--- src/rtl/keccak_pkg.sv ---
// Shared definitions for the slice-serial permutation stages (chi, iota).
// Holds the slice geometry, the slice type and the chi stage FSM encoding.
package keccak_pkg;

  localparam int SLICE_W    = 25;
  localparam int NUM_SLICES = 64;
  localparam int ROWS       = 5;

  typedef logic [SLICE_W-1:0] slice_t;

  typedef enum logic [1:0] {
    ST_IDLE  = 2'd0,
    ST_RUN   = 2'd1,
    ST_FLUSH = 2'd2,
    ST_DONE  = 2'd3
  } chi_state_e;

  // Bit position of lane (x, y) inside a 25-bit slice.
  function automatic int bit_idx(input int x, input int y);
    return ROWS * y + x;
  endfunction

endpackage

--- src/rtl/chi_row.sv ---
// Combinational chi on one 5-bit row: b[x] = a[x] ^ (~a[x+1] & a[x+2]), indices mod 5.
module chi_row
  import keccak_pkg::*;
(
  input  logic [ROWS-1:0] a_i,
  output logic [ROWS-1:0] b_o
);

  for (genvar x = 0; x < ROWS; x++) begin : g_bit
    assign b_o[x] = a_i[x] ^ (~a_i[(x + 1) % ROWS] & a_i[(x + 2) % ROWS]);
  end

endmodule

--- src/rtl/chi_stage.sv ---
// Chi step: walks the slice memory once per start, applies chi to each slice and
// writes it back to the same address one cycle after the read, then pulses done.
module chi_stage
  import keccak_pkg::*;
#(
  parameter int SLICES = 64,
  parameter int AW     = 6
) (
  input  logic               clk,
  input  logic               rst,
  input  logic               start,
  input  logic [SLICE_W-1:0] mem_rd_data,
  output logic [AW-1:0]      mem_rd_addr,
  output logic               mem_wr_en,
  output logic [AW-1:0]      mem_wr_addr,
  output logic [SLICE_W-1:0] mem_wr_data,
  output logic               busy,
  output logic               done
);

  localparam logic [AW-1:0] LAST_ADDR = AW'(SLICES - 1);

  chi_state_e    state_q, state_d;
  logic [AW-1:0] rd_cnt_q, rd_cnt_d;
  slice_t        slice_q, slice_d;
  logic [AW-1:0] wr_addr_q, wr_addr_d;
  logic          wr_en_q, wr_en_d;
  slice_t        chi_slice;

  // NOTE: state registers use non-blocking assignments so every flop samples
  // its next value from the same pre-edge snapshot of the design.
  always_ff @(posedge clk) begin
    if (rst) begin
      state_q   <= ST_IDLE;
      rd_cnt_q  <= '0;
      slice_q   <= '0;
      wr_addr_q <= '0;
      wr_en_q   <= 1'b0;
    end else begin
      state_q   <= state_d;
      rd_cnt_q  <= rd_cnt_d;
      slice_q   <= slice_d;
      wr_addr_q <= wr_addr_d;
      wr_en_q   <= wr_en_d;
    end
  end

  // NOTE: every signal driven here gets a default first, so no path through
  // the case statement leaves one unassigned and infers a latch.
  always_comb begin
    state_d   = state_q;
    rd_cnt_d  = rd_cnt_q;
    slice_d   = slice_q;
    wr_addr_d = wr_addr_q;
    wr_en_d   = 1'b0;

    unique case (state_q)
      ST_IDLE: begin
        if (start) begin
          state_d  = ST_RUN;
          rd_cnt_d = '0;
        end
      end
      ST_RUN: begin
        slice_d   = mem_rd_data;
        wr_addr_d = rd_cnt_q;
        wr_en_d   = 1'b1;
        rd_cnt_d  = rd_cnt_q + 1'b1;
        if (rd_cnt_q == LAST_ADDR) state_d = ST_FLUSH;
      end
      ST_FLUSH: state_d = ST_DONE;
      ST_DONE:  state_d = ST_IDLE;
      default:  state_d = ST_IDLE;
    endcase
  end

  for (genvar y = 0; y < ROWS; y++) begin : g_row
    chi_row u_chi_row (
      .a_i(slice_q[bit_idx(0, y) +: ROWS]),
      .b_o(chi_slice[bit_idx(0, y) +: ROWS])
    );
  end

  assign mem_rd_addr = rd_cnt_q;
  // A write landing in the same cycle as reset is dropped with the aborted pass.
  assign mem_wr_en   = wr_en_q & ~rst;
  assign mem_wr_addr = wr_addr_q;
  assign mem_wr_data = chi_slice;
  assign busy        = (state_q == ST_RUN) || (state_q == ST_FLUSH);
  assign done        = (state_q == ST_DONE);

endmodule

--- config.mk ---
export PLATFORM = sky130hd
export DESIGN_NAME = chi_stage
export DESIGN_NICKNAME = d
export VERILOG_FILES = /design/src/rtl/keccak_pkg.sv /design/src/rtl/chi_row.sv /design/src/rtl/chi_stage.sv
export SDC_FILE = /design/constraint.sdc
export NUM_CORES = 1
export LEC_CHECK = 0
export ABC_AREA = 1
export CAP_MARGIN = 20
export CORE_ASPECT_RATIO = 1.5
export CORE_MARGIN = 2
export CORE_UTILIZATION = 44
export DETAILED_ROUTE_END_ITERATION = 10
export HOLD_SLACK_MARGIN = 0.12
export PLACE_DENSITY = 0.8
export SYNTH_ARGS = -nofsm -noshare
export SYNTH_HDL_FRONTEND = slang
export SYNTH_SLANG_ARGS = --single-unit
export TNS_END_PERCENT = 30
--- constraint.sdc ---
create_clock -name clk -period 1.6 [get_ports clk]
set_input_delay 0.4 -clock clk [delete_from_list [all_inputs] [get_ports clk]]
set_output_delay 0.4 -clock clk [all_outputs]
set_load 0.005 [all_outputs]
# Yosys cells after proc, flatten, opt, wreduce, memory -nomap -nowiden
# Cells that the tools add are included.
dict set report totals {
  ff_bits 40
  latchBits 0
  ram_bits 0
  romBits 0
  out_inout_bits 40
  word_cells 100
  mem_count 0
}
dict set report op_classes {
  add_sub_neg 1
  mul 0
  n_div 0
  n_lt_le_gt_ge 0
  n_eq_ne 6
  shift 0
  n_mux 6
  n_bitwise 77
  reduce_logical 5
}
# operator n
set op_table {}
lappend op_table {{$and 1x1->1} 26}
lappend op_table {{$not 1->1} 26}
lappend op_table {{$xor 1x1->1} 25}
lappend op_table {{$pmux 6 s2} 1}
lappend op_table {{$pmux 2 s4} 1}
lappend op_table {{$add 6x1->6 const B} 1}
lappend op_table {{$eq 6x6->1 const B} 1}
lappend op_table {{$mux 6} 1}
lappend op_table {{$eq 2x2->1 const B} 2}
lappend op_table {{$mux 2} 2}
lappend op_table {{$ne 2x2->1 const B} 2}
lappend op_table {{$reduce_and 2->1} 2}
lappend op_table {{$eq 2x1->1 const B} 1}
lappend op_table {{$logic_not 2->1} 1}
lappend op_table {{$reduce_bool 2->1} 1}
lappend op_table {{$logic_or 1x1->1} 1}
lappend op_table {{$mux 1} 1}

# Longest topological paths before layout
dict set report logic_depth {
  depth_word 3
  ltp_mapped 10
  depth_no_buf 10
}

# Cells and area by module
# A second synthesis with hierarchy kept.
dict set report hier_totals {
  hier_cells 326
  hier_area_um2 2148.3
}
# mod instances cells_per_inst area_per_inst_um2
set by_module_without_submodules {}
lappend by_module_without_submodules {chi_stage 1 201 1647.8}
lappend by_module_without_submodules {chi_row 5 25 100.1}

# Worst setup path before layout
# Ideal clock, no wire load.
dict set report synth_timing {
  kind {register -> register}
  start {register state_q[0]}
  end {register rd_cnt_q[5], in the netlist mem_rd_addr[5]}
  setup_ps 110
  arrival_ps 1121
  required_time_ps 1490
  slack_ps 369
  stages_incl_launch_ff 11
  n_path_buf 0
  path_cell_list {dfxtp_1 inv_1 ha_1 inv_1 nand2_1 nand2_2 inv_1 nand2_2 nand2_1 nand2_1 nor2_1}
}
dict set report synth_between {
  elab_chain_len 3
  word_cells_on_any_way 6
  cone_classes {2 x eq/ne; 1 x mux; 3 x reduce/logical}
}
# item line
set synth_lines {}
lappend synth_lines {{start, declared} chi_stage.sv:23} ;# chi_state_e state_q, state_d;
lappend synth_lines {{start signal, assigned} chi_stage.sv:40} ;# state_q <= state_d;
lappend synth_lines {{$eq 2x1->1 or $logic_not 2->1 (tied branches)} chi_stage.sv:57} ;# unique case (state_q)
lappend synth_lines {{$reduce_bool 2->1 (no source line) or $ne 2x2->1 (tied branches)} -}
lappend synth_lines {{$reduce_and 2->1 (no source line)} -}
lappend synth_lines {{end signal, assigned} chi_stage.sv:41} ;# rd_cnt_q <= rd_cnt_d;
lappend synth_lines {{end, declared} chi_stage.sv:24} ;# logic [AW-1:0] rd_cnt_q, rd_cnt_d;
# Several ways; a longest one is shown, not always the timed one.
# A chain may end at the register's enable or synchronous reset.

# Final worst setup path
dict set report layout_timing {
  start {register slice_q[3]}
  end {output port mem_wr_data[2]}
}
dict set report layout_between {
  elab_chain_len 3
}
# item line
set layout_lines {}
lappend layout_lines {{start, declared} chi_stage.sv:25} ;# slice_t slice_q, slice_d;
lappend layout_lines {{start signal, assigned} chi_stage.sv:42} ;# slice_q <= slice_d;
lappend layout_lines {{$not 1->1} chi_row.sv:10} ;# assign b_o[x] = a_i[x] ^ (~a_i[(x + 1) % ROWS] & a_i[(x + 2) % ROWS]);
lappend layout_lines {{$and 1x1->1} chi_row.sv:10}
lappend layout_lines {{$xor 1x1->1} chi_row.sv:10}
lappend layout_lines {{end, declared} chi_stage.sv:16} ;# output logic [SLICE_W-1:0] mem_wr_data,
# Every way passes these cells.

==> results.py <==
metrics = {
    "outcome": {
        "status": "finished with violations",
        "violations": "negative setup slack",
    },
    "grt": {
        "grt-ovfl-total": 0,
        "grt_max_degree": 34,
        "antenna_found_initial": 0,
        "grt_pass1_wl_um": 7383,
        "grt_usage_pct": 18.87,
        "grt_pass1_vias": 1805,
    },
    "worst_setup_path": {
        "path_cells": "inv_2 -> nand2_1 -> xor2_1 -> dlygate4sd2_1",
        "crit_fanout": 3,
        "crit_type": "reg2out",
        "crit_required_ns": 1.20,
        "end_kind": "output port",
        "crit_path_start_kind": "flip-flop",
        "cp_slowest_cell": "dfxtp_1",
        "cp-startpoint": "slice_q[3]",
        "cp.arrival_ns": 1.20,
        "reg2reg_from": "state_q[0]",
        "max_stage_delay_ns": 0.34,
    },
    "logic_synthesis": {
        "synth.avg_cell_area_um2": 7.324,
        "synth_area_um2": 1904,
        "ys_seq_area_share_pct": 42.05,
        "synthFlopType": "dfxtp_1",
        "ys_ff_latch": 40,
        "synth_top_cell_by_area": "dfxtp_1",
        "netlist_top_cells_area": "dfxtp_1, xor2_1, nand2_1, a21oi_1, inv_1",
        "synth_top_area_share_pct": 42.05,
        "post-synth-top-count-cell": "nand2_1",
        "synth_fp_nets": 293,
        "synth_common_cells": "nand2_1, inv_1, dfxtp_1",
        "synthCells": 260,
        "ys_warn_count": 0,
        "synthArstFlopShare_pct": 0,
        "yosysUniqueCellTypes": 16,
        "synth_edf_count": 0,
    },
    "hold_path": {
        "hold_class": "in2reg",
        "worstHoldStart": "rst",
    },
    "timing": {
        "final.setup.worst_slack_ns": -0.0009989,
        "period_minus_slack_ns": 1.601,
        "setup_tns_ns": -0.0009989,
        "slew_headroom_pct": 73.85,
        "hold_viol_final": 0,
        "tightest_slew_ns": 0.3896,
        "fmax_mhz": 624.6,
        "slew_violations": 0,
        "hold_ws_ns": 0.4070,
        "rsz0062_at_grt": "true",
        "clock_skew_ns": 0.003230,
        "setup_violations": 1,
        "finalCritPeriodShare_pct": 100.1,
    },
    "die": {
        "core_area_um2": 4209,
        "dieArea_um2": 4881,
        "num_rows": 29,
        "die_h_um": 84.58,
        "fp.dieW_um": 57.72,
        "start_util_pct": 45.24,
        "io_pins": 68,
    },
    "pwr": {
        "fin_total_pwr_mw": 4.625,
        "peakVddDrop_mv": 1.308,
        "powerDensity_nw_per_um2": 1682,
        "p_leak_nw": 1.193,
    },
    "route": {
        "drtPass1Iterations": 4,
        "ant_nets": 0,
        "wire_per_inst_um": 11.45,
        "routed_wl_um": 4395,
        "num_vias": 1833,
        "route.detailed.drc": 0,
        "drtIter0Drc": 25,
        "routed_via_density": 4.773,
    },
    "clocking": {
        "cts-root-buf": "clkbuf_8",
        "clock_sinks": 40,
        "cts_inserted_buffers": 5,
        "clkLatencyLatePin_ns": 0.28,
        "cts_hold_buf": 0,
        "cts_tree": "built",
        "cts.clk_slew.worst_paths_ns": 0.07,
        "htreeDepth": 2,
        "clock_path_buffers": 2,
        "post_cts.repair.setup_buffers": 0,
    },
    "flow_run": {
        "maxCapViolations": 0,
    },
    "final_layout": {
        "final_cells": 384,
        "nets": 370,
        "post_route_cells_drive_above_1_share_pct": 19.82,
        "fillCellCount": 394,
        "post-route-util_pct": 65.31,
        "areaGrowthSynthToFinish_pct": 44.35,
        "n_antenna_cell": 0,
    },
    "placed_design": {
        "post-place-cells": 376,
        "place_hpwl_um": 3342,
        "place.port_buffers": 67,
        "place.gp.congestion": 0.8378,
    },
}
[cells by family (layout without fill, tap and decap cells)]
family	count (synthesis)	count (layout)	synth area share, %
compound gates	69	69	18.13
simple gates	67	67	13.93
buf+inv	54	132	11.10
flops	40	40	42.05
xor+xnor	25	25	11.50
fa+ha+maj	5	5	3.285
[flip-flops by register name (all words and copies together), names as in the netlist]
register / cells
mem_rd_addr: 6
wr_en_q: 1
mem_wr_addr: 6
slice_q: 25
state_q: 2
[layout by cell type, fill, tap and decap left out, drive strengths merged]
master         count
a21oi             34
buf               12
clkbuf            21
clkdlybuf4s15      4
clkdlybuf4s50     38
dfxtp             40
dlygate4sd2       11
dlymetal6s2s       1
ha                 5
inv               45
nand2             50
nand3              5
nand4              1
nor2              11
o21ai             35
xor2              25
[where the power goes]
group / switching, mW / internal, mW / leakage [nW]
registers: 0.180 / 1.33 / 0.335
clock network: 0.334 / 0.352 / 0.0455
logic: 1.25 / 1.18 / 0.813
[critical path, delay by kind of cell, from the launching register on]
family / cells / cell delay (ns)
DFF: 1 / 0.34
buffers and inverters: 2 / 0.31
and+or+nand+nor: 1 / 0.07
xor gates and xnor gates: 1 / 0.19
[per-layer routing]
layer,GRT usage (%),wire [um],part of all wire (%)
met3,5.701,279,6.3
met2,36.26,2358,54
met1,18.44,1719,39
met5,0,0,0
met4,5.920,37,0.84
[path summary, 6_finish.rpt]
check	slack, ns	endpoint	depth (start not counted)
worst min-delay path	0.41	mem_rd_addr[0]	3
worst min register to register	0.49	slice_q[8]	2
worst max-delay path	-0.001	mem_wr_data[2]	4
worst max register to register	0.10	state_q[0]	7
[what timing repair did]
item | 4_1_cts | 5_1_grt
endpoints found under the setup margin | 31 | 32
gates resized for setup | 38 | 55
gates cloned | 0 | 0
[through the flow]
stage,setup WS (ns),area [um2]
5_1_grt,-0.03314,2749
6_report,-0.0009989,2749
2_1_floorplan,0.3688,1904
3_5_place_dp,-0.2361,2693
4_1_cts,0.0008712,2756
3_3_place_gp,-0.2225,2693
[cell type report]
class                      instances  area (um2)  share of cell area (%)
multi-input combinational        166       912.1                   33.18
sequential                        40       823.3                   29.95
timing repair buffer              79       696.9                   25.35
inverter                          45       168.9                   6.145
clock buffer                       8       90.09                   3.277
tap                               46       57.56                   2.094
(Power assumes the default switching activity.)
